<file path="src/rtl/hazard_fwd_ctrl.sv">
// hazard_fwd_ctrl: load-use, branch-operand and Hi/Lo stalls, EX forwarding selects and a stall counter
module hazard_fwd_ctrl #(
  parameter int RA_W = 5,
  parameter int MUL_LAT = 4,
  parameter int CNT_W = 16
) (
  input  logic clk,
  input  logic rst_n,
  input  logic [RA_W-1:0] id_rs,
  input  logic [RA_W-1:0] id_rt,
  input  logic id_use_rs,
  input  logic id_use_rt,
  input  logic id_is_branch,
  input  logic id_is_mul,
  input  logic id_rd_hilo,
  input  logic branch_taken,
  input  logic [RA_W-1:0] ex_rs,
  input  logic [RA_W-1:0] ex_rt,
  input  logic [RA_W-1:0] ex_dest,
  input  logic ex_regwrite,
  input  logic ex_memread,
  input  logic [RA_W-1:0] mem_dest,
  input  logic mem_regwrite,
  input  logic mem_memread,
  input  logic [RA_W-1:0] wb_dest,
  input  logic wb_regwrite,
  input  logic perf_clr,
  output logic pc_write,
  output logic ifid_write,
  output logic ifid_flush,
  output logic idex_bubble,
  output logic [1:0] fwd_a,
  output logic [1:0] fwd_b,
  output logic hilo_busy,
  output logic [CNT_W-1:0] stall_cycles
);
  localparam int BW = $clog2(MUL_LAT + 1);
  logic [BW-1:0] busyCnt;
  logic rsEx, rtEx, rsMemLd, rtMemLd, rsMem, rtMem, rsWb, rtWb;
  logic lu, br, hl, stall;
  function automatic logic match(input logic [RA_W-1:0] x, input logic [RA_W-1:0] d, input logic w);
    return w && (d != '0) && (x == d);
  endfunction
  always_comb begin
    rsEx = id_use_rs && match(id_rs, ex_dest, ex_regwrite);
    rtEx = id_use_rt && match(id_rt, ex_dest, ex_regwrite);
    rsMemLd = id_use_rs && match(id_rs, mem_dest, mem_regwrite && mem_memread);
    rtMemLd = id_use_rt && match(id_rt, mem_dest, mem_regwrite && mem_memread);
    lu = ex_memread && (rsEx || rtEx);
    br = id_is_branch && (rsEx || rtEx || rsMemLd || rtMemLd);
    hl = (id_rd_hilo || id_is_mul) && hilo_busy;
    stall = lu || br || hl;
    rsMem = match(ex_rs, mem_dest, mem_regwrite) && !mem_memread;
    rtMem = match(ex_rt, mem_dest, mem_regwrite) && !mem_memread;
    rsWb = match(ex_rs, wb_dest, wb_regwrite);
    rtWb = match(ex_rt, wb_dest, wb_regwrite);
  end
  assign hilo_busy = busyCnt != '0;
  assign pc_write = rst_n && !stall;
  assign ifid_write = rst_n && !stall;
  assign idex_bubble = !rst_n || stall;
  // a stalled branch compared stale operands, so its flush waits for the release cycle
  assign ifid_flush = rst_n && branch_taken && !stall;
  assign fwd_a = !rst_n ? 2'b00 : rsMem ? 2'b01 : rsWb ? 2'b10 : 2'b00;
  assign fwd_b = !rst_n ? 2'b00 : rtMem ? 2'b01 : rtWb ? 2'b10 : 2'b00;
  always_ff @(posedge clk or negedge rst_n)
    if (!rst_n) begin
      busyCnt <= '0;
      stall_cycles <= '0;
    end else begin
      busyCnt <= (id_is_mul && !stall) ? BW'(MUL_LAT) : hilo_busy ? busyCnt - BW'(1) : busyCnt;
      stall_cycles <= perf_clr ? '0 : (stall && stall_cycles != '1) ? stall_cycles + CNT_W'(1) : stall_cycles;
    end
endmodule

</file>
<file path="config.mk">
export PLATFORM = sky130hd
export DESIGN_NAME = hazard_fwd_ctrl
export DESIGN_NICKNAME = d
export VERILOG_FILES = /design/src/rtl/hazard_fwd_ctrl.sv
export SDC_FILE = /design/constraint.sdc
export NUM_CORES = 1
export LEC_CHECK = 0
export ABC_AREA = 1
export CAP_MARGIN = 20
export CORE_ASPECT_RATIO = 0.7
export CORE_UTILIZATION = 41
export CTS_BUF_LIST = sky130_fd_sc_hd__clkbuf_16
export DETAILED_ROUTE_END_ITERATION = 10
export PLACE_DENSITY = 0.87
export SETUP_SLACK_MARGIN = 0.4
export SLEW_MARGIN = 5
export SYNTH_ARGS = -nofsm -noshare
export SYNTH_HDL_FRONTEND = slang
export SYNTH_SLANG_ARGS = --single-unit
</file>
<file path="constraint.sdc">
create_clock -name clk -period 2.1 [get_ports clk]
set_input_delay 0.525 -clock clk [delete_from_list [all_inputs] [get_ports clk]]
set_output_delay 0.525 -clock clk [all_outputs]
set_load 0.1 [all_outputs]
</file>
# Word level (Yosys, flattened, before mapping)
# Cells that the tools add are included.
[classes] addsub=2 eq_ne=9 muxes=10 reduce_logical=43
[ops] cell="equality test 5 bit" n=8
[ops] cell="2-to-1 mux 16 bit" n=2
[ops] cell="logical AND 1 bit" n=27
[ops] cell="adder 16 x 1 -> 16 bit, second input constant" n=1
[ops] cell="inequality test 16 bit, second input constant" n=1
[ops] cell="nonzero test 5 bit" n=3
[ops] cell="2-to-1 mux 2 bit" n=6
[ops] cell="logical OR 1 bit" n=7
[ops] cell="2-to-1 mux 3 bit" n=2
[ops] cell="nonzero test 2 bit" n=2
[ops] cell="logical NOT 1 bit" n=3
[ops] cell="nonzero test 3 bit" n=1
[ops] cell="subtractor 3 x 1 -> 3 bit, second input constant" n=1
[word_totals] reg_bits=19 input_bits=49 output_inout_bits=25 word_cells=66

# Depth between registers and ports, before layout
# Gate-level depths: netlist of the first run.
[depth] ltp_word=13 mapped_depth=15 ltp_nobuf=13

# Least setup slack after synthesis of the first run
# Ideal clock, no wire load.
[synth_path] kind="register to output" start="register busyCnt[0]" end="output pc_write" t_arrival_ps=3796 setup_slack_ps=-2221 stages_incl_launch_ff=10 n_path_buf=1 path_cell_list="dfrtp_1 inv_1 ha_1 nand2_1 o21ai_0 nand2_1 inv_1 nand3_1 inv_1 buf_4"
[synth_via] elab_chain_len=5
[synth_rtl] element="from (decl)" line_no="38" text="logic [BW-1:0] busyCnt;"
[synth_rtl] element="from (signal assigned)" line_no="71" text="busyCnt <= (id_is_mul && !stall) ? BW'(MUL_LAT) : hilo_busy ? busyCnt - BW'(1) : busyCnt;"
[synth_rtl] element="nonzero test 3 bit" line_no="58" text="assign hilo_busy = busyCnt != '0;"
[synth_rtl] element="via hilo_busy" line_no="34" text="output logic hilo_busy,"
[synth_rtl] element="logical AND 1 bit" line_no="51" text="hl = (id_rd_hilo || id_is_mul) && hilo_busy;"
[synth_rtl] element="logical OR 1 bit" line_no="52" text="stall = lu || br || hl;"
[synth_rtl] element="logical NOT 1 bit"
[synth_rtl] element="logical AND 1 bit"
[synth_rtl] element="to (decl)" line_no="28" text="output logic pc_write,"
# The timed path passes the listed nets, and every way through them passes these cells.

# Worst setup path after layout of the first run
[layout_path] start="input mem_dest[2]" end="output ifid_write"
[layout_via] elab_chain_len=11 elab_cells_between_ends=15 classes_between="2 x eq/ne; 13 x reduce/logical"
[layout_rtl] element="from (decl)" line_no="22" text="input logic [RA_W-1:0] mem_dest,"
[layout_rtl] element="nonzero test 5 bit" line_no="42" text="return w && (d != '0) && (x == d);"
[layout_rtl] element="logical AND 1 bit (2 in a row)" line_no="42"
[layout_rtl] element="logical AND 1 bit" line_no="47" text="rsMemLd = id_use_rs && match(id_rs, mem_dest, mem_regwrite && mem_memread);"
[layout_rtl] element="logical OR 1 bit" line_no="50" text="br = id_is_branch && (rsEx || rtEx || rsMemLd || rtMemLd);"
[layout_rtl] element="logical OR 1 bit *" line_no="50"
[layout_rtl] element="logical AND 1 bit *" line_no="50"
[layout_rtl] element="logical OR 1 bit * (2 in a row)" line_no="52"
[layout_rtl] element="logical NOT 1 bit *" line_no="60" text="assign ifid_write = rst_n && !stall;"
[layout_rtl] element="logical AND 1 bit *" line_no="60"
[layout_rtl] element="to (decl)" line_no="29" text="output logic ifid_write,"
# Every way passes the cells marked *; elsewhere a longest branch is shown, timed or not.

==> results of run 1 <==
## worst max-delay path by stage
stage                     cells past startpoint          to         from
after global routing                         13    pc_write  mem_dest[2]
after CTS                                     8    fwd_a[1]     ex_rs[2]
after detailed placement                      8    fwd_a[1]  mem_dest[2]
after floorplan                              13    pc_write  mem_dest[2]
after global placement                        8    fwd_a[1]  mem_dest[2]
final                                        14  ifid_write  mem_dest[2]
## per-layer routing
metal	wire [um]	vias to the layer above	track usage [%]
li1	-	1317	-
met1	3508	1394	39.48
met2	4399	242	54.20
met3	983	42	7.755
met4	286	0	12.62
met5	0	-	0
## per-stage QoR
step | std cells | cell area [um^2] | TNS [ns] | utilization, % | hold WS [ns]
final | 522 | 3965 | -1.774 | 87.54 | 0.4620
after global routing | 522 | 3965 | -2.089 | 87.54 | 0.4826
after CTS | 514 | 3762 | -1.106 | 83.07 | 0.4326
after detailed placement | 495 | 3445 | -14.18 | 76.05 | 0.4900
after global placement | 495 | 3445 | -12.36 | 76.05 | 0.4870
after floorplan | 333 | 2262 | -2.212 | - | 0.2294
## repair_timing
action | in CTS | in global routing
setup endpoints to repair | 28 | 25
pin swaps | 43 | 53
resized for setup | 210 | 51
setup buffers | 15 | 7
hold buffers | 0 | 0
cloned | 0 | 1
## Yosys cell counts (2+ instances only)
library cell | n | share of area [%]
and3_1 | 2 | 0.62
buf_1 | 2 | 0.37
buf_2 | 4 | 0.99
dfrtp_1 | 19 | 24
ha_1 | 3 | 1.9
inv_1 | 54 | 10
nand2_1 | 97 | 18
nand2_4 | 2 | 1.1
nand3_1 | 34 | 8.4
nand4_1 | 22 | 6.8
nor2_1 | 36 | 6.7
nor3_1 | 4 | 0.99
nor4_1 | 4 | 1.2
o21ai_0 | 8 | 2.0
o22ai_1 | 3 | 0.93
or2_2 | 2 | 0.62
xnor2_1 | 4 | 1.7
xor2_1 | 19 | 8.2
## sequential cells by signal (all words and copies together), names as in the netlist
signal        cells
stall_cycles     16
busyCnt           3
## area by class of cell
| class | instances | share of cell area [%] |
|---|---|---|
| clock buffers | 3 | 1.893 |
| clock inverters | 1 | 0.1262 |
| inverters | 55 | 5.680 |
| flip-flops and latches | 19 | 12.69 |
| well taps | 66 | 2.083 |
| repair buffers | 127 | 35.44 |
| multi-input cells | 251 | 42.10 |
## placed cells by master (no fill, tap or decap), types with 4 or more instances in the layout
cell type / netlist / final
buf_2: 4 / 14
buf_8: 0 / 4
nand3_1: 34 / 16
dfrtp_2: 0 / 10
nor2_1: 36 / 30
nand2_1: 97 / 86
nand4_1: 22 / 22
xor2_1: 19 / 16
dlygate4sd2_1: 0 / 7
nand3_2: 1 / 17
inv_2: 1 / 19
inv_1: 54 / 31
o21ai_1: 1 / 4
clkdlybuf4s50_1: 0 / 7
buf_12: 0 / 27
buf_6: 1 / 25
dfrtp_1: 19 / 5
dfrtp_4: 0 / 4
buf_4: 1 / 40
nand2_2: 1 / 11
## kinds of logic after synthesis
kind of cell / Yosys count / synth area share [%]
xor gates and xnor gates: 23 / 9.969
AOI/OAI and AO/OA: 17 / 5.016
and+or+nand+nor: 207 / 46.87
DFF: 19 / 23.53
adders and majority gates: 3 / 1.858
buffers and inverters: 64 / 12.76
## power groups by stage
| stage | clock network (mW) | logic, mW | registers (mW) |
|---|---|---|---|
| after floorplan | 0 | 0.643 | 0.589 |
| after global placement | 0 | 1.12 | 0.488 |
| after detailed placement | 0 | 1.14 | 0.489 |
| after CTS | 0.400 | 1.34 | 0.468 |
| after global routing | 0.425 | 1.56 | 0.482 |
| final | 0.412 | 1.49 | 0.477 |
==> results.md, run 1 <==
- Run status: finished with violations
- Failing checks: negative setup slack
- First-pass DRT Iterations: 7
- Hold Crit Class: in -> async
- CTS buffer count: 3
- Internal: 1.289 mW
- Worst-Skew Late Latency: 0.26 ns
- IO buf count: 73
- Switching share of power: 45.74%
- Slew Limit Fails: 0
- Syn_nets: 385
- Max cap viols: 0
- Setup WS post-layout: -0.2449 ns
- EDFF count, synth: 0
- Pwr Total: 2.376 mW
- RSZ-0062 raised after global routing: true
- Startpoint Class: input port
- Delay-heaviest family, CP: simple AND/OR/NAND/NOR gates
- Crit path buffers/inverters: 5
- IO Pins: 74
- Worst-case clock buffer depth: 2
- Reg-to-Reg Start: stall_cycles[0]
- Slew headroom: 71.91%
- Slowest library cell on the worst path: buf_12
- Clock power share: 17.4%
- R2R Setup Slk: 0.23 ns
- Sequential share of power: 20.1%
- Number of antenna diodes: 0
- Number of global-route vias before repair: 2,701
- Filler cells: 210
- Drt via density: 5.738
- FF-to-FF End: stall_cycles[1]
- Avg WL per Cell: 17.58 um
- Clock H-tree levels: 1
- Clk sinks: 19
- Total Wirelength: 9177 um
- Ys Warns: 0
- Root buf cell: clkbuf_16
- Crit end category: output port
- Least-Margin Pin Slew: 0.4214 ns
- Seq. cell area: 503.0 um^2
- Multi-input logic area: 1669 um^2
- Post-synthesis instance area: 2021 um^2
- Worst path cell trace: buf_12, buf_6, inv_4, nand2_1, o21ai_1, nor2_1, nand3_1, nand2_1, nand2_1, nand2_1, nand2_2, nand3_4, clkinvlp_4, buf_12
- Initial antenna violation count: 0
- Die W: 85.91 um
- DRC violations left: 0
- Pre-CTS setup slack: -0.7092 ns
- Arr. time, crit path: 1.82 ns
- Mapped Cells: 333
- FMAX: 0.4265 GHz
- Leakage: 2.008 nW
- Clk slew on worst S/H paths: 0.06 ns
- Crit Path Max Fanout: 5
- Net switching power: 1.087 mW
- Largest net degree at the start of global routing: 33
- Worst r2r path cells: 9
- Pwr/cell area: 599.2 nW/um^2
- ANT nets after route: 0
- Final Wtd Congestion: 0.9447
- Chip height: 60.74 um
- Post-Syn Area per Cell: 6.068 um^2
- Die Area: 5218 um^2
- VDD IR max: 0.3507 mV
- Initial DRC count: 321
- Vias: 2,995
- Required @ worst endpoint: 1.57 ns
- Sequential fraction of the synthesis area: 23.53%
- Synthesized flop and latch total: 19
- Share of synthesized registers carrying an async set or reset: 100.0%
- GRT Total Usage: 31.72%
- Combinational power share: 62.6%
- Nets@finish: 509
- Clk_skew: 0.001418 ns
- Ys flop type: dfrtp_1
- Worst path max stage delay: 0.18 ns
- Layout cells sized above 1: 47.81%
- CP dominant cell by count: nand2_1
- Layout area overhead: 96.22%
- CTS tree: yes
- Grt ovf: 0
- Hold Violations, Final: 0
- Part of the cycle the worst path needs: 111.7%
- Yosys cell types: 32
- First-pass GRT wire length: 12,690 um
- Post-route minimum period: 2.345 ns
- Initial core utilization: 44.61%
- Setup Viol. Count Final: 8
- Crit path kind: in -> out
- Core Box Area: 4529 um^2
- Core Rows: 20
- Hpwl dp: 5411 um
No activity file was read; power rests on OpenSTA's default activity.
==> run 2, diff against run 1 <==
--- a/constraint.sdc
+++ b/constraint.sdc
@@ -3,2 +3,2 @@
 set_output_delay 0.525 -clock clk [all_outputs]
-set_load 0.1 [all_outputs]
+set_load 0.005 [all_outputs]
==> results.md, run 2 (same netlist as run 1, synthesis figures left out) <==
- Run status: finished with violations
- Failing checks: negative setup slack
- Sequential share of power: 21.5%
- IO Pins: 74
- Number of antenna diodes: 0
- Setup WS post-layout: -0.2710 ns
- Layout area overhead: 85.94%
- Total Wirelength: 10,400 um
- Initial antenna violation count: 0
- Most flop-heavy register: stall_cycles
- Clk sinks: 19
- Slew Limit Fails: 0
- Layout cells sized above 1: 42.44%
- Avg WL per Cell: 18.94 um
- VDD IR max: 0.3442 mV
- Vias: 3,202
- Area post-placement: 3087 um^2
- Core Rows: 20
- Startpoint Class: input port
- Most frequent cells in the layout: nand2_1, buf_4, inv_1
- First-pass DRT Iterations: 6
- Slowest library cell on the worst path: clkinvlp_4
- Grt ovf: 0
- Required @ worst endpoint: 1.57 ns
- Combinational power share: 58.6%
- Clock H-tree levels: 1
- Hpwl dp: 5678 um
- Pwr Total: 2.135 mW
- Core Box Area: 4529 um^2
- ANT nets after route: 0
- Pwr/cell area: 568.1 nW/um^2
- Internal: 1.302 mW
- Initial core utilization: 44.61%
- Crit end category: output port
- First-pass GRT wire length: 14,690 um
- R2R Setup Slk: 0.14 ns
- Largest net degree at the start of global routing: 33
- Clk slew on worst S/H paths: 0.07 ns
- CTS buffer count: 3
- RSZ-0062 raised after global routing: true
- Worst path cell trace: buf_8, clkinvlp_4, nand2_1, nand2_1, nor2_1, nand3_1, nand2_1, nand2_1, nand2_1, nand2_2, buf_6, nand3_4, inv_4, buf_6
- Worst path max stage delay: 0.16 ns
- Leakage: 2.056 nW
- Post-route minimum period: 2.371 ns
- Pre-CTS setup slack: -0.9460 ns
- Biggest regs: stall_cycles: 16 flops, busyCnt: 3 flops
- Die W: 85.91 um
- Slew headroom: 52.56%
- Net switching power: 0.8322 mW
- Crit Path Max Fanout: 8
- Root buf cell: clkbuf_16
- Max reg flops: 16
- Post-route cell area: 3757 um^2
- Worst-case clock buffer depth: 2
- Arr. time, crit path: 1.85 ns
- Drt via density: 5.832
- Crit path kind: in -> out
- Least-Margin Pin Slew: 0.7100 ns
- IO buf count: 73
- Number of global-route vias before repair: 3,021
- Most common cell after layout, fill and taps aside: nand2_1
- CTS tree: yes
- Chip height: 60.74 um
- Final Wtd Congestion: 0.9395
- Nets@finish: 536
- Initial DRC count: 350
- Setup Viol. Count Final: 10
- FMAX: 0.4218 GHz
- CP dominant cell by count: nand2_1
- Hold Crit Class: in -> async
- Switching share of power: 38.99%
- Worst-Skew Late Latency: 0.26 ns
- Hold Violations, Final: 0
- Clk_skew: 0.008046 ns
- CTS Hold Bufs: 0
- Worst r2r path cells: 9
- Part of the cycle the worst path needs: 112.9%
- Clock power share: 19.9%
- DRC violations left: 0
- Die Area: 5218 um^2
- Max cap viols: 0
- GRT Total Usage: 37.50%
[run 2: cell types whose count changed in the layout (fill, tap and decap cells not counted), moves of 4 or more]
cell,before,now
buf_4,40,64
buf_2,14,22
dfrtp_4,4,0
dfrtp_1,5,10
dlygate4sd2_1,7,11
clkdlybuf4s50_1,7,17
buf_12,27,3
[run 2: final cells by class]
type | count | area (um^2)
inverter | 55 | 224.0
clock buffer | 3 | 75.07
tap | 66 | 82.58
clock inverter | 1 | 5.005
fill | 276 | 772.0
timing repair buffer | 154 | 1339
sequential | 19 | 486.7
multi-input combinational | 251 | 1545
[run 2: timing repair]
item | 4_1_cts | 5_1_grt
gates resized for setup | 261 | 26
pin swaps | 63 | 27
endpoints found under the setup margin | 44 | 30
gates cloned | 2 | 0
endpoints found under the hold margin | 0 | 0
buffers inserted | 38 | 6
[run 2: metal layers]
| metal | share of wire, % | wire length, um | global-route usage [%] | up-vias |
|---|---|---|---|---|
| met2 | 44 | 4623 | 62.24 | 265 |
| met4 | 5.6 | 585 | 16.43 | 0 |
| met3 | 10 | 1073 | 8.844 | 76 |
| li1 | - | - | - | 1378 |
| met5 | 0 | 0 | 0 | - |
| met1 | 40 | 4114 | 47.63 | 1483 |
[run 2: worst paths after layout]
path	from	to
hold / removal	rst_n	stall_cycles[13]
setup reg to reg	stall_cycles[1]	stall_cycles[12]
min in group clk	busyCnt[2]	busyCnt[2]
max in group asynchronous	rst_n	stall_cycles[3]
hold reg to reg	busyCnt[2]	busyCnt[2]
setup / recovery	mem_dest[0]	pc_write
[run 2: worst max-delay path: cells and delay by family]
kind,cells,cell delay (ns)
simple gates,9,0.81
buf+inv,5,0.51
[run 2: metrics by stage]
step           hold slack (ns)  setup TNS, ns  instances  util [%]
2_1_floorplan           0.2294              0        333         -
3_3_place_gp            0.4867         -15.89        499     68.15
3_5_place_dp            0.4892         -16.74        499     68.15
4_1_cts                 0.4193        -0.4458        543     80.83
5_1_grt                 0.4617         -2.963        549     82.96
6_report                0.4736         -1.502        549     82.96
[run 2: power by group through the flow]
stage,combinational [mW],sequential (mW),clock (mW)
3_5_place_dp,0.754,0.463,0
4_1_cts,1.05,0.447,0.407
6_report,1.25,0.459,0.424
2_1_floorplan,0.391,0.461,0
3_3_place_gp,0.729,0.460,0
5_1_grt,1.31,0.460,0.440
==> run 3, diff against run 2 <==
==> constraint.sdc (replaced) <==
create_clock -name clk -period 2.1 [get_ports clk]
set_input_delay 0.315 -clock clk [delete_from_list [all_inputs] [get_ports clk]]
set_output_delay 0.315 -clock clk [all_outputs]
set_load 0.005 [all_outputs]
==> results.md, run 3 (same netlist as run 1, synthesis figures left out) <==
- Run status: completed
- ANT nets after route: 0
- First-pass DRT Iterations: 5
- Chip height: 60.74 um
- Startpoint Class: input port
- CP Launch Point: id_use_rt
- FMAX: 0.5579 GHz
- CTS Hold Bufs: 0
- Clock H-tree levels: 1
- CTS tree: yes
- Most frequent cells in the layout: nand2_1, buf_4, nor2_1
- Drt via density: 5.450
- GRT Total Usage: 30.95%
- Root buf cell: clkbuf_16
- Least-Margin Pin Slew: 0.9497 ns
- Crit end category: output port
- Most common cell after layout, fill and taps aside: nand2_1
- Layout area overhead: 67.93%
- Final core occ: 74.92%
- Worst-case clock buffer depth: 2
- DRC violations left: 0
- Max cap viols: 0
- Initial DRC count: 375
- Net switching power: 0.6690 mW
- Nets@finish: 505
- Hold Crit Class: in -> async
- Die W: 85.91 um
- R2R Setup Slk: 0.34 ns
- Initial antenna violation count: 0
- Post-route cell area: 3393 um^2
- Slew Limit Fails: 0
- Hold Violations, Final: 0
- Core Rows: 20
- Setup Viol. Count Final: 0
- Combinational power share: 50.7%
- Core Box Area: 4529 um^2
- IO Pins: 74
- Required @ worst endpoint: 1.78 ns
- Placed insts: 493
- Crit path kind: in -> out
- Area post-placement: 3020 um^2
- Pwr/cell area: 522.1 nW/um^2
- Layout Cells excl Fill: 518
- Reg-to-Reg Start: stall_cycles[0]
- Clock power share: 23.1%
- Arr. time, crit path: 1.48 ns
- Sequential share of power: 26.1%
- Final Wtd Congestion: 1.024
- Leakage: 1.832 nW
- Setup crit end: ifid_write
- Internal: 1.103 mW
- RSZ-0062 raised after global routing: true
- Grt ovf: 0
- Hpwl dp: 5356 um
- Clk_skew: 0.007432 ns
- Worst r2r path cells: 9
- Slew headroom: 36.62%
- Crit Path Max Fanout: 3
- Vias: 2,823
- Max reg flops: 16
- Biggest regs: stall_cycles: 16 flops, busyCnt: 3 flops
- Total Wirelength: 8361 um
- Clk sinks: 19
- Most flop-heavy register: stall_cycles
- First-pass GRT wire length: 12,370 um
- Switching share of power: 37.76%
- Clk slew on worst S/H paths: 0.06 ns
- Number of global-route vias before repair: 2,609
- Number of antenna diodes: 0
- Initial core utilization: 44.61%
- Die Area: 5218 um^2
- Avg WL per Cell: 16.14 um
- IO buf count: 73
- Part of the cycle the worst path needs: 85.36%
- Setup TNS: 0 ns
- Layout cells sized above 1: 36.95%
- Worst-Skew Late Latency: 0.26 ns
- Post-route minimum period: 1.793 ns
- CTS buffer count: 3
- Largest net degree at the start of global routing: 33
- FF-to-FF End: stall_cycles[4]
- VDD IR max: 0.2864 mV
==> run 3: power groups by stage <==
| stage | combinational, mW | sequential [mW] | clock (mW) |
|---|---|---|---|
| 2_1_floorplan | 0.368 | 0.461 | 0 |
| 3_5_place_dp | 0.686 | 0.460 | 0 |
| 3_3_place_gp | 0.666 | 0.460 | 0 |
| 6_report | 0.899 | 0.463 | 0.410 |
| 4_1_cts | 0.835 | 0.458 | 0.401 |
| 5_1_grt | 0.985 | 0.468 | 0.423 |
==> run 3: per-layer routing <==
layer / up-vias / routed length [um] / GRT usage [%]
met2: 188 / 3888 / 52.49
met1: 1292 / 3414 / 39.37
li1: 1309 / - / -
met5: - / 0 / 0
met4: 0 / 248 / 10.00
met3: 34 / 810 / 7.891
==> run 3: cell type report <==
class                           count  area, um^2
Tap cell                           66       82.58
Fill cell                         309        1136
Timing Repair Buffer              124        1049
Sequential cell                    19       480.5
Clock buffer                        3       75.07
Inverter                           55       224.0
Multi-Input combinational cell    250        1478
Clock inverter                      1       5.005
==> run 3: how the worst min path moves through the flow <==
stage / end / from / slack [ns] / depth (start not counted)
after global placement: busyCnt[0] / busyCnt[0] / 0.48 / 2
after detailed placement: busyCnt[1] / busyCnt[1] / 0.50 / 2
after CTS: stall_cycles[5] / rst_n / 0.40 / 3
after global routing: stall_cycles[5] / rst_n / 0.43 / 3
final: stall_cycles[5] / rst_n / 0.43 / 3
after floorplan: busyCnt[0] / rst_n / 0.02 / 0
==> run 3: repair_timing <==
action	4_1_cts	5_1_grt
endpoints found under the setup margin	28	27
gates resized for setup	237	49
setup buffers	19	2
hold endpoints to repair	0	0
pin swaps	51	34
==> run 3: stage by stage <==
stage	hold slack (ns)	power (mW)	setup WS (ns)
finish	0.4280	1.772	0.3074
global route	0.4344	1.876	0.2423
detailed placement	0.5047	1.146	-0.4746
global placement	0.4838	1.126	-0.4226
floorplan	0.01941	0.8283	0.4029
CTS	0.4000	1.695	0.3637
==> run 3: critical path, stage by stage <==
cell           delay (ns)
dlygate4sd2_1        0.23
nand2_1              0.07
nor2_1               0.13
nand3_1              0.08
nand2_1              0.09
buf_4                0.11
nand3_2              0.05
nand2_1              0.09
inv_2                0.07
nand3_4              0.09
inv_2                0.05
buf_2                0.12
